[config.mk]
export PLATFORM = sky130hd
export DESIGN_NAME = imem_loader
export DESIGN_NICKNAME = d
export VERILOG_FILES = /design/src/rtl/imem_loader_pkg.sv /design/src/rtl/imem_loader_timeout.sv /design/src/rtl/imem_loader.sv
export SDC_FILE = /design/constraint.sdc
export NUM_CORES = 1
export LEC_CHECK = 0
export BUFFER_PORTS_ARGS = -buffer_cell sky130_fd_sc_hd__buf_2
export CORE_ASPECT_RATIO = 0.75
export CORE_MARGIN = 1
export CORE_UTILIZATION = 35
export DETAILED_ROUTE_END_ITERATION = 10
export PLACE_DENSITY = 0.65
export SLEW_MARGIN = 5
export SYNTH_ARGS = -nofsm -noshare
export SYNTH_HDL_FRONTEND = slang
export SYNTH_SLANG_ARGS = --single-unit
[constraint.sdc]
create_clock -name clk -period 1.8 [get_ports clk]
set_input_delay 0.09 -clock clk [delete_from_list [all_inputs] [get_ports clk]]
set_output_delay 0.09 -clock clk [all_outputs]
set_load 0.05 [all_outputs]
[src/rtl/imem_loader_pkg.sv]
// Shared types and defaults for the boot-time instruction memory loader.
package imem_loader_pkg;

    localparam int unsigned BYTE_W          = 8;
    localparam int unsigned TIMEOUT_DEFAULT = 1023;

    typedef enum logic [2:0] {
        S_HDR,
        S_LO,
        S_HI,
        S_WR,
        S_DONE
    } state_t;

endpackage

[src/rtl/imem_loader_timeout.sv]
// Idle-cycle counter: expire marks the TIMEOUT-th consecutive counted cycle.
module imem_loader_timeout
    import imem_loader_pkg::*;
#(
    parameter int unsigned TIMEOUT = TIMEOUT_DEFAULT
) (
    input  logic clk,
    input  logic rst,
    input  logic clr,
    input  logic en,
    output logic expire
);

    localparam int unsigned CW = $clog2(TIMEOUT + 1);

    logic [CW-1:0] r_idle;

    always_ff @(posedge clk) begin
        if (rst || clr) begin
            r_idle <= '0;
        end else if (en) begin
            r_idle <= r_idle + 1'b1;
        end
    end

    assign expire = en && (r_idle == CW'(TIMEOUT - 1));

endmodule

[src/rtl/imem_loader.sv]
// Assembles a counted byte frame into 16-bit words, writes them to IM from
// address 0 and holds the CPU in reset until the whole image is written.
module imem_loader
    import imem_loader_pkg::*;
#(
    parameter int unsigned ADDR_W  = 8,
    parameter int unsigned DATA_W  = 16,
    parameter int unsigned TIMEOUT = TIMEOUT_DEFAULT
) (
    input  logic              clk,
    input  logic              rst,
    input  logic              in_valid,
    input  logic [BYTE_W-1:0] in_data,
    output logic              in_ready,
    input  logic              reload,
    output logic              im_we,
    output logic [ADDR_W-1:0] im_addr,
    output logic [DATA_W-1:0] im_wdata,
    output logic              cpu_rst,
    output logic              done,
    output logic              err
);

    state_t              r_state;
    state_t              w_next;
    logic [ADDR_W-1:0]   r_addr;
    logic [ADDR_W:0]     r_cnt;
    logic [BYTE_W-1:0]   r_lo;
    logic [DATA_W-1:0]   r_wdata;
    logic                r_cpu_rst;
    logic                r_done;
    logic                r_err;
    logic                w_xfer;
    logic                w_counting;
    logic                w_expire;
    logic [ADDR_W:0]     w_hdr_cnt;

    assign in_ready   = (r_state == S_HDR) || (r_state == S_LO) || (r_state == S_HI);
    assign w_xfer     = in_valid && in_ready;
    assign w_counting = (r_state == S_LO) || (r_state == S_HI);
    // A header byte of zero stands for a full 2^ADDR_W-word image.
    assign w_hdr_cnt  = (in_data == '0) ? ((ADDR_W + 1)'(1) << ADDR_W)
                                        : (ADDR_W + 1)'(in_data);

    imem_loader_timeout #(
        .TIMEOUT(TIMEOUT)
    ) u_timeout (
        .clk    (clk),
        .rst    (rst),
        .clr    (w_xfer || !w_counting),
        .en     (w_counting && !w_xfer),
        .expire (w_expire)
    );

    always_ff @(posedge clk) begin
        if (rst) begin
            r_state <= S_HDR;
        end else begin
            r_state <= w_next;
        end
    end

    always_comb begin
        w_next = r_state;
        unique case (r_state)
            S_HDR:   if (w_xfer) w_next = S_LO;
            S_LO:    if (w_xfer) w_next = S_HI;
                     else if (w_expire) w_next = S_HDR;
            S_HI:    if (w_xfer) w_next = S_WR;
                     else if (w_expire) w_next = S_HDR;
            S_WR:    w_next = (r_cnt == (ADDR_W + 1)'(1)) ? S_DONE : S_LO;
            S_DONE:  if (reload) w_next = S_HDR;
            default: w_next = S_HDR;
        endcase
    end

    always_ff @(posedge clk) begin
        if (rst) begin
            r_addr    <= '0;
            r_cnt     <= '0;
            r_lo      <= '0;
            r_wdata   <= '0;
            r_cpu_rst <= 1'b1;
            r_done    <= 1'b0;
            r_err     <= 1'b0;
        end else begin
            r_err     <= w_expire;
            r_cpu_rst <= (w_next != S_DONE);
            r_done    <= (w_next == S_DONE);
            unique case (r_state)
                S_HDR: if (w_xfer) begin
                    r_cnt  <= w_hdr_cnt;
                    r_addr <= '0;
                end
                S_LO: if (w_xfer) r_lo <= in_data;
                      else if (w_expire) r_addr <= '0;
                S_HI: if (w_xfer) r_wdata <= DATA_W'({in_data, r_lo});
                      else if (w_expire) r_addr <= '0;
                S_WR: begin
                    r_addr <= r_addr + 1'b1;
                    r_cnt  <= r_cnt - 1'b1;
                end
                S_DONE: if (reload) r_addr <= '0;
                default: ;
            endcase
        end
    end

    assign im_we    = (r_state == S_WR);
    assign im_addr  = r_addr;
    assign im_wdata = r_wdata;
    assign cpu_rst  = r_cpu_rst;
    assign done     = r_done;
    assign err      = r_err;

endmodule

==> impl_summary.log, run 1 <==
[metrics] result of the run: completed
[metrics] slack of the worst reg-to-reg path: roughly 0.12 ns
[metrics] Yosys warning total: 0
[metrics] post-synth top area share: 45.4%
[metrics] NumNets Final: 365
[metrics] post-CTS setup buffer count: 0
[metrics] count of final hold-check violations: 0
[metrics] relative max-transition margin: 67.0%
[metrics] Routed WL: 5.88 mm
[metrics] number of antenna repair diodes: 0
[metrics] Post-Syn Area: roughly 2500 sq um
[metrics] data arrival time at the worst-slack endpoint: 1.60 ns
[metrics] Hold WC Path Type: input pin to flip-flop
[metrics] register clock-pin slew on the reported worst setup and hold paths: 0.08 ns
[metrics] Clock power frac: between 40% and 50%
[metrics] Top FF cell, synth: dfxtp_1
[metrics] final estimated routing congestion in global placement: between 0.8 and 0.9
[metrics] die span in y: 75.4 microns
[metrics] number of remaining DRC errors: 0
[metrics] Die Wd: 99.8 microns
[metrics] final standard cell count with taps included and fillers excluded: between 400 and 500
[metrics] critical path start-end classification: flip-flop to primary output
[metrics] clock root buffer master: clkbuf_8
[metrics] fin crit share: 93.8%
[metrics] Row Count: 26
[metrics] post-placement worst setup slack: around 0.035 ns
[metrics] maximum frequency from static timing analysis: 0.592 GHz
[metrics] number of hold-repair buffers added at the cts stage: 0
[metrics] mean post-synth cell area: 8.49 sq um
[metrics] footprint of the multi-input gates: 1300 sq um
[metrics] number of antenna violations at the first check in global routing: 0
[metrics] Critical Path Sink Type: primary output
[metrics] setup slack of the critical path after layout: 0.112 ns
[metrics] Sequential Power Share: 46.4%
[metrics] Sw Share: approximately 28%
[metrics] share of layout cells above drive strength 1: 26.1%
[metrics] number of vias after detailed routing: 2253
[metrics] area enclosed by the die boundary: 7520 sq um
[metrics] number of optimization iterations in the first detailed-route pass: 4
[metrics] utilization after layout: 45.5%
[metrics] vias in the first global route: 1968
[metrics] net switching power figure: 0.000792 W
[metrics] area taken by flip-flops and latches: 1140 sq um
[metrics] PnR Total Power: 0.00286 W
[metrics] number of nets produced by synthesis: 313
[metrics] buffers from clock root to sink, at most: 2
[metrics] area of the core region: 6860 sq um
[metrics] first-pass GRT wire length: roughly 9.5 mm
[metrics] min cycle time layout: 1.69 ns
[metrics] maximum level of the CTS H-tree: 3
[metrics] static leakage: 1.19 nW
[metrics] largest net degree at the start of global routing: 47
[metrics] Distinct cells, synth: 48
[metrics] first-iteration detailed-routing DRC count: 147
[metrics] required time worst endpoint: approximately 1.7 ns
[metrics] cell taking the most area after synthesis: dfxtp_1
[metrics] Sinks on Clock Net: 57
[metrics] Max Cap Viol: 0
[metrics] leftover overflow at the end of global routing: 0
[metrics] largest voltage drop on the vdd net: 0.000452 V
[metrics] count of endpoints failing setup in the final report: 0
[metrics] wire length per cell after detailed routing: 13.0 microns
[metrics] number of pins exceeding their max-slew limit in the final report: 0
[metrics] logic gate share of total power: 10.6%
[metrics] number of port buffers: 40
[metrics] setup skew after layout: approximately 0.012 ns
[metrics] Placed Cells incl. Taps: ~440
[metrics] vias per inst: 5.00
[metrics] count of antenna-violating nets left after detailed routing: 0
[metrics] Slew @ Worst Pin: approximately 0.5 ns
[metrics] post-synthesis sequential area ratio: 45.4%
[metrics] Internal Power: 0.00206 W
[metrics] cells after synthesis: 296
[metrics] clock latency reported for the late side of the worst-skew pair: approximately 0.34 ns
[metrics] Async SR Flop Fraction: 0%
[metrics] half-perimeter wire length after placement: 4.02 mm
[metrics] launching element type of the critical path: flip-flop
[metrics] Fillers: 683
[metrics] synth top area cells: dfxtp_1 45%, nand2_1 7.2%, a21oi_1 7.0%
[metrics] number of flip-flops and latches in the synthesized netlist: 57
[metrics] All-Layer GR Usage: between 15 and 20%
[metrics] number of synthesized flops with an enable pin: 0
[metrics] worst-path maximum fanout: 12
[metrics] TritonCTS clock tree: yes
[metrics] Area Growth Syn to Fin: 24.3%
[metrics] worst hold slack after final layout: 0.0215 ns
[metrics] total power divided by cell area: between 900 and 1000 nW/um^2
[metrics] starting utilization of the core area: 36.6%
[metrics] IO Pins: 41
[metrics] TritonCTS Buffers: 9
-- sequential cells by signal, indices dropped and copies added, names as in the netlist --
| name | flops |
|---|---|
| err | 1 |
| r_lo | 8 |
| done | 1 |
| u_timeout.r_idle | 10 |
| cpu_rst | 1 |
| im_wdata | 16 |
| r_state | 3 |
| r_cnt | 9 |
| im_addr | 8 |
-- worst max-delay path: stages, from the launching register on --
cell and delay, ns:
dfxtp_1 0.39, nand3b_2 0.24, inv_1 0.19, buf_4 0.22, buf_4 0.22
-- power groups by stage --
| stage | clock network (W) | logic (W) | registers, W |
|---|---|---|---|
| 2_1_floorplan | 0 | 0.000183 | 0.00136 |
| 3_3_place_gp | 0 | 0.000286 | 0.00135 |
| 3_5_place_dp | 0 | 0.000289 | 0.00135 |
| 4_1_cts | 0.00126 | 0.000291 | 0.00132 |
| 5_1_grt | 0.00132 | 0.000335 | 0.00133 |
| 6_report | 0.00123 | 0.000302 | 0.00133 |
-- per-stage QoR --
stage	setup TNS, ns	cell area (sq um)
finish	0	3120
global route	-0.000314	3120
CTS	0	3100
detailed placement	0	2890
global placement	0	2890
floorplan	0	2510
-- routing by layer --
layer	share of wire, %	vias to the layer above	GRT usage, %	routed length, microns
met3	4.3	7	4.86	252
met5	0	-	0	0
met1	52	1044	23.2	3060
met2	42	44	23.6	2480
met4	1.5	0	7.35	91
li1	-	1158	-	-
-- repair_timing --
action,4_1_cts,5_1_grt
setup endpoints to repair,1,3
resized for setup,1,9
cloned,0,0
pin swaps,0,1
-- cell usage after synthesis, types with 5 or more instances --
master,count
dfxtp_1,57
nand2_1,48
a21oi_1,35
nor2_1,31
clkbuf_1,11
nand3_1,10
mux2i_1,8
nor4_1,7
inv_1,6
nor3_1,6
a211oi_1,5
ha_1,5
xor2_1,5
-- placed cells by master (no fill, tap or decap), types with 6 or more instances in the layout --
master	n
nor4_1	7
nor3_1	6
buf_4	18
nand3_1	10
clkbuf_8	9
a21oi_1	35
dfxtp_1	54
nor2_1	31
nand2_1	48
mux2i_1	8
buf_2	39
-- area by class of cell --
cell class                      instances  share of cell area, %
Clock buffer                            9                   3.97
Multi-Input combinational cell        217                   41.6
Timing Repair Buffer                   57                   10.6
Inverter                                6                  0.721
Sequential cell                        57                   36.7
Tap cell                               98                   3.93
Clock inverter                          7                   2.48
-- final timing paths --
check	cells after the start	end	from
max	4	im_we	r_state[2]$_SDFF_PP0_
min	3	im_wdata[10]$_SDFFE_PP0P_	in_data[2]
max reg2reg	6	r_cnt[8]$_SDFFE_PP0P_	r_cnt[0]$_SDFFE_PP0P_
min reg2reg	2	im_wdata[14]$_SDFFE_PP0P_	im_wdata[14]$_SDFFE_PP0P_
-- cells by family after synthesis --
logic type	Yosys count	share of synthesized area, %
flip-flops	57	45.4
AO/OA/AOI/OAI	65	16.6
AND/OR/NAND/NOR	130	25.4
adder cells (fa/ha/maj)	5	2.49
multiplexers	9	3.64
XOR/XNOR	8	2.79
buffers and inverters	22	3.64
(Power assumes the default switching activity.)
==> run 2: changes to the inputs <==
--- a/config.mk
+++ b/config.mk
@@ -5,12 +5,13 @@
 export SDC_FILE = /design/constraint.sdc
 export NUM_CORES = 1
 export LEC_CHECK = 0
-export BUFFER_PORTS_ARGS = -buffer_cell sky130_fd_sc_hd__buf_2
+export ABC_CLOCK_PERIOD_IN_PS = 1800
 export CORE_ASPECT_RATIO = 0.75
 export CORE_MARGIN = 1
 export CORE_UTILIZATION = 35
 export DETAILED_ROUTE_END_ITERATION = 10
-export PLACE_DENSITY = 0.65
+export DONT_BUFFER_PORTS = 1
+export PLACE_DENSITY = 0.6
 export SLEW_MARGIN = 5
 export SYNTH_ARGS = -nofsm -noshare
 export SYNTH_HDL_FRONTEND = slang
==> constraint.sdc (replaced) <==
create_clock -name clk -period 1.8 [get_ports clk]
set_input_delay 0.09 -clock clk [delete_from_list [all_inputs] [get_ports clk]]
set_output_delay 0.09 -clock clk [all_outputs]
set_load 0.01 [all_outputs]
==> run 2 against run 1 <==
Against the previous run:
- flip-flop and latch count unchanged
- die area unchanged
- final cell count decreased by 6.4%
- fmax decreased by 1.1%
- critical endpoint is now r_cnt[8]$_SDFFE_PP0P_
- highest routed layer unchanged
==> impl_summary.log, run 2 (synthesized netlist as in run 1, its figures left out) <==
[metrics] number of pins exceeding their max-slew limit in the final report: 0 (unchanged)
[metrics] NumNets Final: 336 (was 365)
[metrics] count of antenna-violating nets left after detailed routing: 0 (unchanged)
[metrics] worst reg2reg endpoint: r_cnt[8]$_SDFFE_PP0P_ (unchanged)
[metrics] Die Wd: 99.8 microns (unchanged)
[metrics] maximum level of the CTS H-tree: 3 (unchanged)
[metrics] number of buffer and inverter instances along the worst setup path: 1 (was 3)
[metrics] clock root buffer master: clkbuf_8 (unchanged)
[metrics] data arrival time at the worst-slack endpoint: 1.95 ns (was 1.60 ns)
[metrics] final estimated routing congestion in global placement: 0.820 (was 0.814)
[metrics] launching element type of the critical path: flip-flop (unchanged)
[metrics] IO Pins: 41 (unchanged)
[metrics] area enclosed by the die boundary: 7520 sq um (unchanged)
[metrics] Reg2Reg Depth: 6 (unchanged)
[metrics] static leakage: 1.04 nW (was 1.19 nW)
[metrics] flip-flop count of the largest register, all copies and words added: 16 (unchanged)
[metrics] setup slack of the critical path after layout: 0.0934 ns (was 0.112 ns)
[metrics] relative max-transition margin: 66.3% (was 67.0%)
[metrics] Sinks on Clock Net: 57 (unchanged)
[metrics] worst-path maximum fanout: 4 (was 12)
[metrics] maximum frequency from static timing analysis: 0.586 GHz (was 0.592 GHz)
[metrics] largest net degree at the start of global routing: 48 (was 47)
[metrics] area of the core region: 6860 sq um (unchanged)
[metrics] Worst Hold Path Cells: 3 (unchanged)
[metrics] Row Count: 26 (unchanged)
[metrics] Area Growth Syn to Fin: 20.4% (was 24.3%)
[metrics] half-perimeter wire length after placement: 3.92 mm (was 4.02 mm)
[metrics] post-placement worst setup slack: 0.0463 ns (was 0.0346 ns)
[metrics] number of antenna violations at the first check in global routing: 0 (unchanged)
[metrics] startpoint of the most critical setup path: r_cnt[1]$_SDFFE_PP0P_ (was r_state[2]$_SDFF_PP0_)
[metrics] slack of the worst reg-to-reg path: 0.09 ns (was 0.12 ns)
[metrics] ordered cell list for the critical path: inv_1, ha_2, or4b_4, o21ai_2, a21oi_2, a2111oi_2 (was nand3b_2, inv_1, buf_4, buf_4)
[metrics] Critical Path Sink Type: flip-flop (was primary output)
[metrics] PnR Total Power: 0.00280 W (was 0.00286 W)
[metrics] vias in the first global route: 1976 (was 1968)
[metrics] TritonCTS clock tree: yes (unchanged)
[metrics] highest-delay cell along the critical path: or4b_4 (was dfxtp_1)
[metrics] most frequent cells in the layout: 56 x dfxtp_1, 48 x nand2_1, 35 x a21oi_1 (was 54 x dfxtp_1, 48 x nand2_1, 39 x buf_2)
[metrics] All-Layer GR Usage: 17.0% (was 16.5%)
[metrics] die span in y: 75.4 microns (unchanged)
[metrics] count of endpoints failing setup in the final report: 0 (unchanged)
[metrics] fin crit share: 94.8% (was 93.8%)
[metrics] number of port buffers: 0 (was 40)
[metrics] total power divided by cell area: 926 nW/um^2 (was 915 nW/um^2)
[metrics] result of the run: completed (unchanged)
[metrics] number of antenna repair diodes: 0 (unchanged)
[metrics] share of layout cells above drive strength 1: 15.7% (was 26.1%)
[metrics] first-iteration detailed-routing DRC count: 87 (was 147)
[metrics] clock latency reported for the late side of the worst-skew pair: 0.34 ns (about the same)
[metrics] most common cell after layout, fill and taps aside: dfxtp_1 (unchanged)
[metrics] startpoint of the worst-slack reg-to-reg timing path: r_cnt[1]$_SDFFE_PP0P_ (was r_cnt[0]$_SDFFE_PP0P_)
[metrics] number of optimization iterations in the first detailed-route pass: 4 (unchanged)
[metrics] vias per inst: 5.02 (was 5.00)
[metrics] critical path start-end classification: flip-flop to flip-flop (was flip-flop to primary output)
[metrics] TritonCTS Buffers: 9 (unchanged)
[metrics] largest voltage drop on the vdd net: 0.000388 V (was 0.000452 V)
[metrics] number of vias after detailed routing: 2117 (was 2253)
[metrics] buffers from clock root to sink, at most: 2 (unchanged)
[metrics] crit-path max cell delay: 0.49 ns (was 0.39 ns)
[metrics] CP delay by family, top: compound AO/OA/AOI/OAI gates (was buffers and inverters)
[metrics] wire length per cell after detailed routing: 14.3 microns (was 13.0 microns)
[metrics] Max Cap Viol: 0 (unchanged)
[metrics] setup skew after layout: 0.00641 ns (was 0.0124 ns)
[metrics] required time worst endpoint: 2.04 ns (was 1.71 ns)
[metrics] Routed WL: 6.02 mm (was 5.88 mm)
[metrics] number of remaining DRC errors: 0 (unchanged)
[metrics] first-pass GRT wire length: 9.85 mm (was 9.46 mm)
[metrics] Hold WC Path Type: input pin to flip-flop (unchanged)
[metrics] starting utilization of the core area: 36.6% (unchanged)
[metrics] area of all placed cells without fillers: 3030 sq um (was 3120 sq um)
[metrics] post-CTS setup buffer count: 0 (unchanged)
[metrics] hold_sp: in_valid (was in_data[2])
[metrics] Slew @ Worst Pin: 0.499 ns (was 0.488 ns)
[metrics] leftover overflow at the end of global routing: 0 (unchanged)
[metrics] Cell Area, Placed: 2690 sq um (was 2890 sq um)
[metrics] end point of the most critical hold path: r_state[1]$_SDFF_PP0_ (was im_wdata[10]$_SDFFE_PP0P_)
[metrics] register clock-pin slew on the reported worst setup and hold paths: 0.07 ns (was 0.08 ns)
[metrics] min cycle time layout: 1.71 ns (was 1.69 ns)
[metrics] count of final hold-check violations: 0 (unchanged)
## run 2: changes by cell type in the layout (fill, tap and decap cells not counted), moves of 2 or more
cell	delta
dlygate4sd3_1	+10
buf_2	-39
dfxtp_2	-2
dfxtp_1	+2
clkinv_2	+2
## run 2: metrics by stage
step / utilization (%) / setup TNS (ns) / instances / hold slack (ns)
floorplan: - / 0 / 296 / 0.226
global placement: 39.2 / 0 / 395 / 0.168
detailed placement: 39.2 / 0 / 395 / 0.169
CTS: 43.8 / 0 / 422 / 0.0418
global route: 44.1 / -0.0117 / 422 / 0.0590
finish: 44.1 / 0 / 422 / 0.0531
## run 2: worst max path at each step
stage                                  endpoint  slack [ns]  cells after the start
after detailed placement  r_cnt[8]$_SDFFE_PP0P_        0.05                      6
after global placement    r_cnt[8]$_SDFFE_PP0P_        0.09                      6
final                     r_cnt[8]$_SDFFE_PP0P_        0.09                      6
after CTS                 r_cnt[8]$_SDFFE_PP0P_        0.04                      6
after floorplan           r_cnt[8]$_SDFFE_PP0P_        0.14                      6
after global routing      r_cnt[8]$_SDFFE_PP0P_       -0.01                      6
## run 2: worst register-to-register path: stages, from the launching register on
cell and delay [ns]:
dfxtp_1 0.33, inv_1 0.08, ha_2 0.19, or4b_4 0.49, o21ai_2 0.14, a21oi_2 0.07, a2111oi_2 0.31
## run 2: repair_timing
action | CTS | global route
hold endpoints to repair | 47 | 0
resized for setup | 0 | 6
hold buffers | 11 | 0
endpoints found under the setup margin | 0 | 3
## run 2: cell type report
cell class | instances | area, sq um
multi-input combinational | 217 | 1300
tap | 98 | 123
clock buffer | 9 | 124
fill | 680 | 3840
clock inverter | 7 | 70.1
timing repair buffer | 28 | 248
inverter | 6 | 22.5
sequential | 57 | 1140
## run 2: power by group
part,total (W),switching (W),internal (W)
sequential,0.00133,0.0000378,0.00129
combinational,0.000280,0.000155,0.000125
clock,0.00119,0.000551,0.000638
## run 2: per-layer routing
layer	track usage [%]	vias to the layer above	part of all wire (%)
li1	-	1090	-
met1	23.0	970	50
met2	24.4	49	43
met3	7.25	8	6.7
met4	5.88	0	1.0
met5	0	-	0
==> run 3: changes to the inputs <==
--- a/config.mk
+++ b/config.mk
@@ -12,6 +12,7 @@
 export DETAILED_ROUTE_END_ITERATION = 10
 export DONT_BUFFER_PORTS = 1
 export PLACE_DENSITY = 0.6
+export REMOVE_ABC_BUFFERS = 1
 export SLEW_MARGIN = 5
 export SYNTH_ARGS = -nofsm -noshare
 export SYNTH_HDL_FRONTEND = slang
==> run 3 against run 2 <==
Against the previous run:
- die area stayed put
- non-clock buffer count is 2 lower
- count of clock-buffer cells in the layout is 1 higher
==> impl_summary.log, run 3 (synthesized netlist as in run 1, its figures left out) <==
[metrics] result of the run: completed (unchanged)
[metrics] Internal Power: 0.00190 W (was 0.00206 W)
[metrics] wire length per cell after detailed routing: 13.9 microns (was 14.3 microns)
[metrics] Slew @ Worst Pin: 0.524 ns (was 0.499 ns)
[metrics] startpoint of the most critical setup path: r_state[2]$_SDFF_PP0_ (was r_cnt[1]$_SDFFE_PP0P_)
[metrics] vias in the first global route: 1998 (was 1976)
[metrics] Row Count: 26 (unchanged)
[metrics] critical path start-end classification: flip-flop to primary output (was flip-flop to flip-flop)
[metrics] RSZ-0062 raised after global routing: false
[metrics] largest voltage drop on the vdd net: 0.000313 V (was 0.000388 V)
[metrics] logic gate share of total power: 10.4% (was 10.0%)
[metrics] number of pins exceeding their max-slew limit in the final report: 0 (unchanged)
[metrics] Sequential Power Share: 51.5% (was 47.6%)
[metrics] most common cell after layout, fill and taps aside: dfxtp_1 (unchanged)
[metrics] timing endpoint of the critical path: im_we (was r_cnt[8]$_SDFFE_PP0P_)
[metrics] first-pass GRT wire length: 9.68 mm (was 9.85 mm)
[metrics] min cycle time layout: 1.66 ns (was 1.71 ns)
[metrics] All-Layer GR Usage: 16.9% (was 17.0%)
[metrics] fin crit share: 92.2% (was 94.8%)
[metrics] Sw Share: 26.5% (was 26.6%)
[metrics] number of optimization iterations in the first detailed-route pass: 4 (unchanged)
[metrics] TNS Setup: 0 ns (unchanged)
[metrics] highest-delay cell along the critical path: dfxtp_1 (was or4b_4)
[metrics] worst reg2reg endpoint: im_addr[5]$_SDFFE_PP0P_ (was r_cnt[8]$_SDFFE_PP0P_)
[metrics] leftover overflow at the end of global routing: 0 (unchanged)
[metrics] count of endpoints failing setup in the final report: 0 (unchanged)
[metrics] setup skew after layout: 0.00824 ns (was 0.00641 ns)
[metrics] launching element type of the critical path: flip-flop (unchanged)
[metrics] crit-path max cell delay: 0.43 ns (was 0.49 ns)
[metrics] Area Growth Syn to Fin: 18.4% (was 20.4%)
[metrics] relative max-transition margin: 64.6% (was 66.3%)
[metrics] number of antenna violations at the first check in global routing: 0 (unchanged)
[metrics] number of port buffers: 0 (unchanged)
[metrics] startpoint of the worst-slack reg-to-reg timing path: u_timeout.r_idle[4]$_SDFFE_PP0P_ (was r_cnt[1]$_SDFFE_PP0P_)
[metrics] NumNets Final: 334 (was 336)
[metrics] final estimated routing congestion in global placement: 0.817 (was 0.820)
[metrics] number of vias after detailed routing: 2115 (was 2117)
[metrics] TritonCTS Buffers: 9 (unchanged)
[metrics] register clock-pin slew on the reported worst setup and hold paths: 0.06 ns (was 0.07 ns)
[metrics] vias per inst: 5.04 (was 5.02)
[metrics] Routed WL: 5.84 mm (was 6.02 mm)
[metrics] Hold WC Path Type: input pin to flip-flop (unchanged)
[metrics] count of final hold-check violations: 0 (unchanged)
[metrics] area enclosed by the die boundary: 7520 sq um (unchanged)
[metrics] IO Pins: 41 (unchanged)
[metrics] starting utilization of the core area: 36.6% (unchanged)
[metrics] Die Wd: 99.8 microns (unchanged)
[metrics] clock latency reported for the late side of the worst-skew pair: 0.34 ns (about the same)
[metrics] net switching power figure: 0.000685 W (was 0.000744 W)
[metrics] Reg2Reg Depth: 4 (was 6)
[metrics] share of layout cells above drive strength 1: 14.3% (was 15.7%)
[metrics] most frequent cells in the layout: 57 x dfxtp_1, 48 x nand2_1, 35 x a21oi_1 (was 56 x dfxtp_1, 48 x nand2_1, 35 x a21oi_1)
[metrics] largest net degree at the start of global routing: 48 (unchanged)
[metrics] number of antenna repair diodes: 0 (unchanged)
[metrics] Cell Area, Placed: 2680 sq um (was 2690 sq um)
[metrics] count of antenna-violating nets left after detailed routing: 0 (unchanged)
[metrics] setup slack of the critical path after layout: 0.140 ns (was 0.0934 ns)
[metrics] ordered cell list for the critical path: nand3b_2, inv_1, buf_4, buf_4 (was inv_1, ha_2, or4b_4, o21ai_2, a21oi_2, a2111oi_2)
[metrics] clock root buffer master: clkbuf_8 (unchanged)
[metrics] static leakage: 1.01 nW (was 1.04 nW)
[metrics] worst-path maximum fanout: 13 (was 4)
[metrics] post-placement worst setup slack: 0.0290 ns (was 0.0463 ns)
[metrics] Critical Path Sink Type: primary output (was flip-flop)
[metrics] total power divided by cell area: 871 nW/um^2 (was 926 nW/um^2)
[metrics] slack of the worst reg-to-reg path: 0.15 ns (was 0.09 ns)
[metrics] required time worst endpoint: 1.71 ns (was 2.04 ns)
[metrics] number of remaining DRC errors: 0 (unchanged)
[metrics] TritonCTS clock tree: yes (unchanged)
[metrics] Sinks on Clock Net: 57 (unchanged)
[metrics] Clock power frac: 38.1% (was 42.4%)
[metrics] PnR Total Power: 0.00259 W (was 0.00280 W)
[metrics] area of all placed cells without fillers: 2970 sq um (was 3030 sq um)
[metrics] Most Frequent Cell on Critical Path: buf_4
[metrics] flip-flop count of the largest register, all copies and words added: 16 (unchanged)
[metrics] data arrival time at the worst-slack endpoint: 1.57 ns (was 1.95 ns)
[metrics] maximum frequency from static timing analysis: 0.602 GHz (was 0.586 GHz)
[metrics] buffers from clock root to sink, at most: 2 (unchanged)
[metrics] area of the core region: 6860 sq um (unchanged)
[metrics] die span in y: 75.4 microns (unchanged)
[metrics] first-iteration detailed-routing DRC count: 96 (was 87)
[metrics] Max Cap Viol: 0 (unchanged)
[metrics] half-perimeter wire length after placement: 3.79 mm (was 3.92 mm)
[metrics] maximum level of the CTS H-tree: 3 (unchanged)
[run 3: worst min-delay path by stage]
stage                from                       to  slack [ns]  depth (start not counted)
4_1_cts        in_data[2]    r_cnt[8]$_SDFFE_PP0P_        0.03                          3
6_report       in_data[7]    r_cnt[7]$_SDFFE_PP0P_        0.04                          3
5_1_grt        in_data[7]    r_cnt[7]$_SDFFE_PP0P_        0.05                          3
2_1_floorplan         rst    r_cnt[8]$_SDFFE_PP0P_        0.16                          1
3_5_place_dp          rst  im_addr[5]$_SDFFE_PP0P_        0.17                          1
3_3_place_gp          rst  im_addr[1]$_SDFFE_PP0P_        0.17                          1
[run 3: critical path: cells and delay by family, from the launching register on]
| kind | cells | cell delay (ns) |
|---|---|---|
| flops | 1 | 0.43 |
| buf+inv | 3 | 0.54 |
| simple gates | 1 | 0.27 |
[run 3: what timing repair did]
item | 4_1_cts | 5_1_grt
gates resized for setup | 0 | 4
buffers inserted | 0 | 0
hold buffers | 11 | 0
setup endpoints to repair | 0 | 2
hold endpoints to repair | 47 | 0
[run 3: final cells by class]
cell class              instances  area, sq um
clock buffers                  10          128
clock inverters                 6         35.0
fillers                       695         3890
inverters                       6         22.5
multi-input cells             217         1290
flip-flops and latches         57         1140
well taps                      98          123
repair buffers                 26          233
[run 3: metrics by stage]
stage / utilization (%) / instances / hold WS, ns
after detailed placement: 39.0 / 393 / 0.171
after CTS: 43.1 / 420 / 0.0323
after floorplan: - / 280 / 0.159
after global routing: 43.3 / 420 / 0.0479
after global placement: 39.0 / 393 / 0.166
final: 43.3 / 420 / 0.0416
[run 3: power by group through the flow]
| stage | sequential [W] | clock [W] | combinational, W |
|---|---|---|---|
| final | 0.00133 | 0.000988 | 0.000268 |
| after global placement | 0.00136 | 0 | 0.000211 |
| after global routing | 0.00134 | 0.00109 | 0.000298 |
| after CTS | 0.00133 | 0.00103 | 0.000263 |
| after floorplan | 0.00135 | 0 | 0.000153 |
| after detailed placement | 0.00136 | 0 | 0.000216 |
[run 3: per-layer routing]
layer | share of wire (%) | global-route usage (%) | vias to the layer above
met5 | 0 | 0 | -
met4 | 2.0 | 8.50 | 0
met3 | 6.4 | 6.61 | 10
met2 | 41 | 24.7 | 44
met1 | 50 | 21.9 | 976
li1 | - | - | 1085
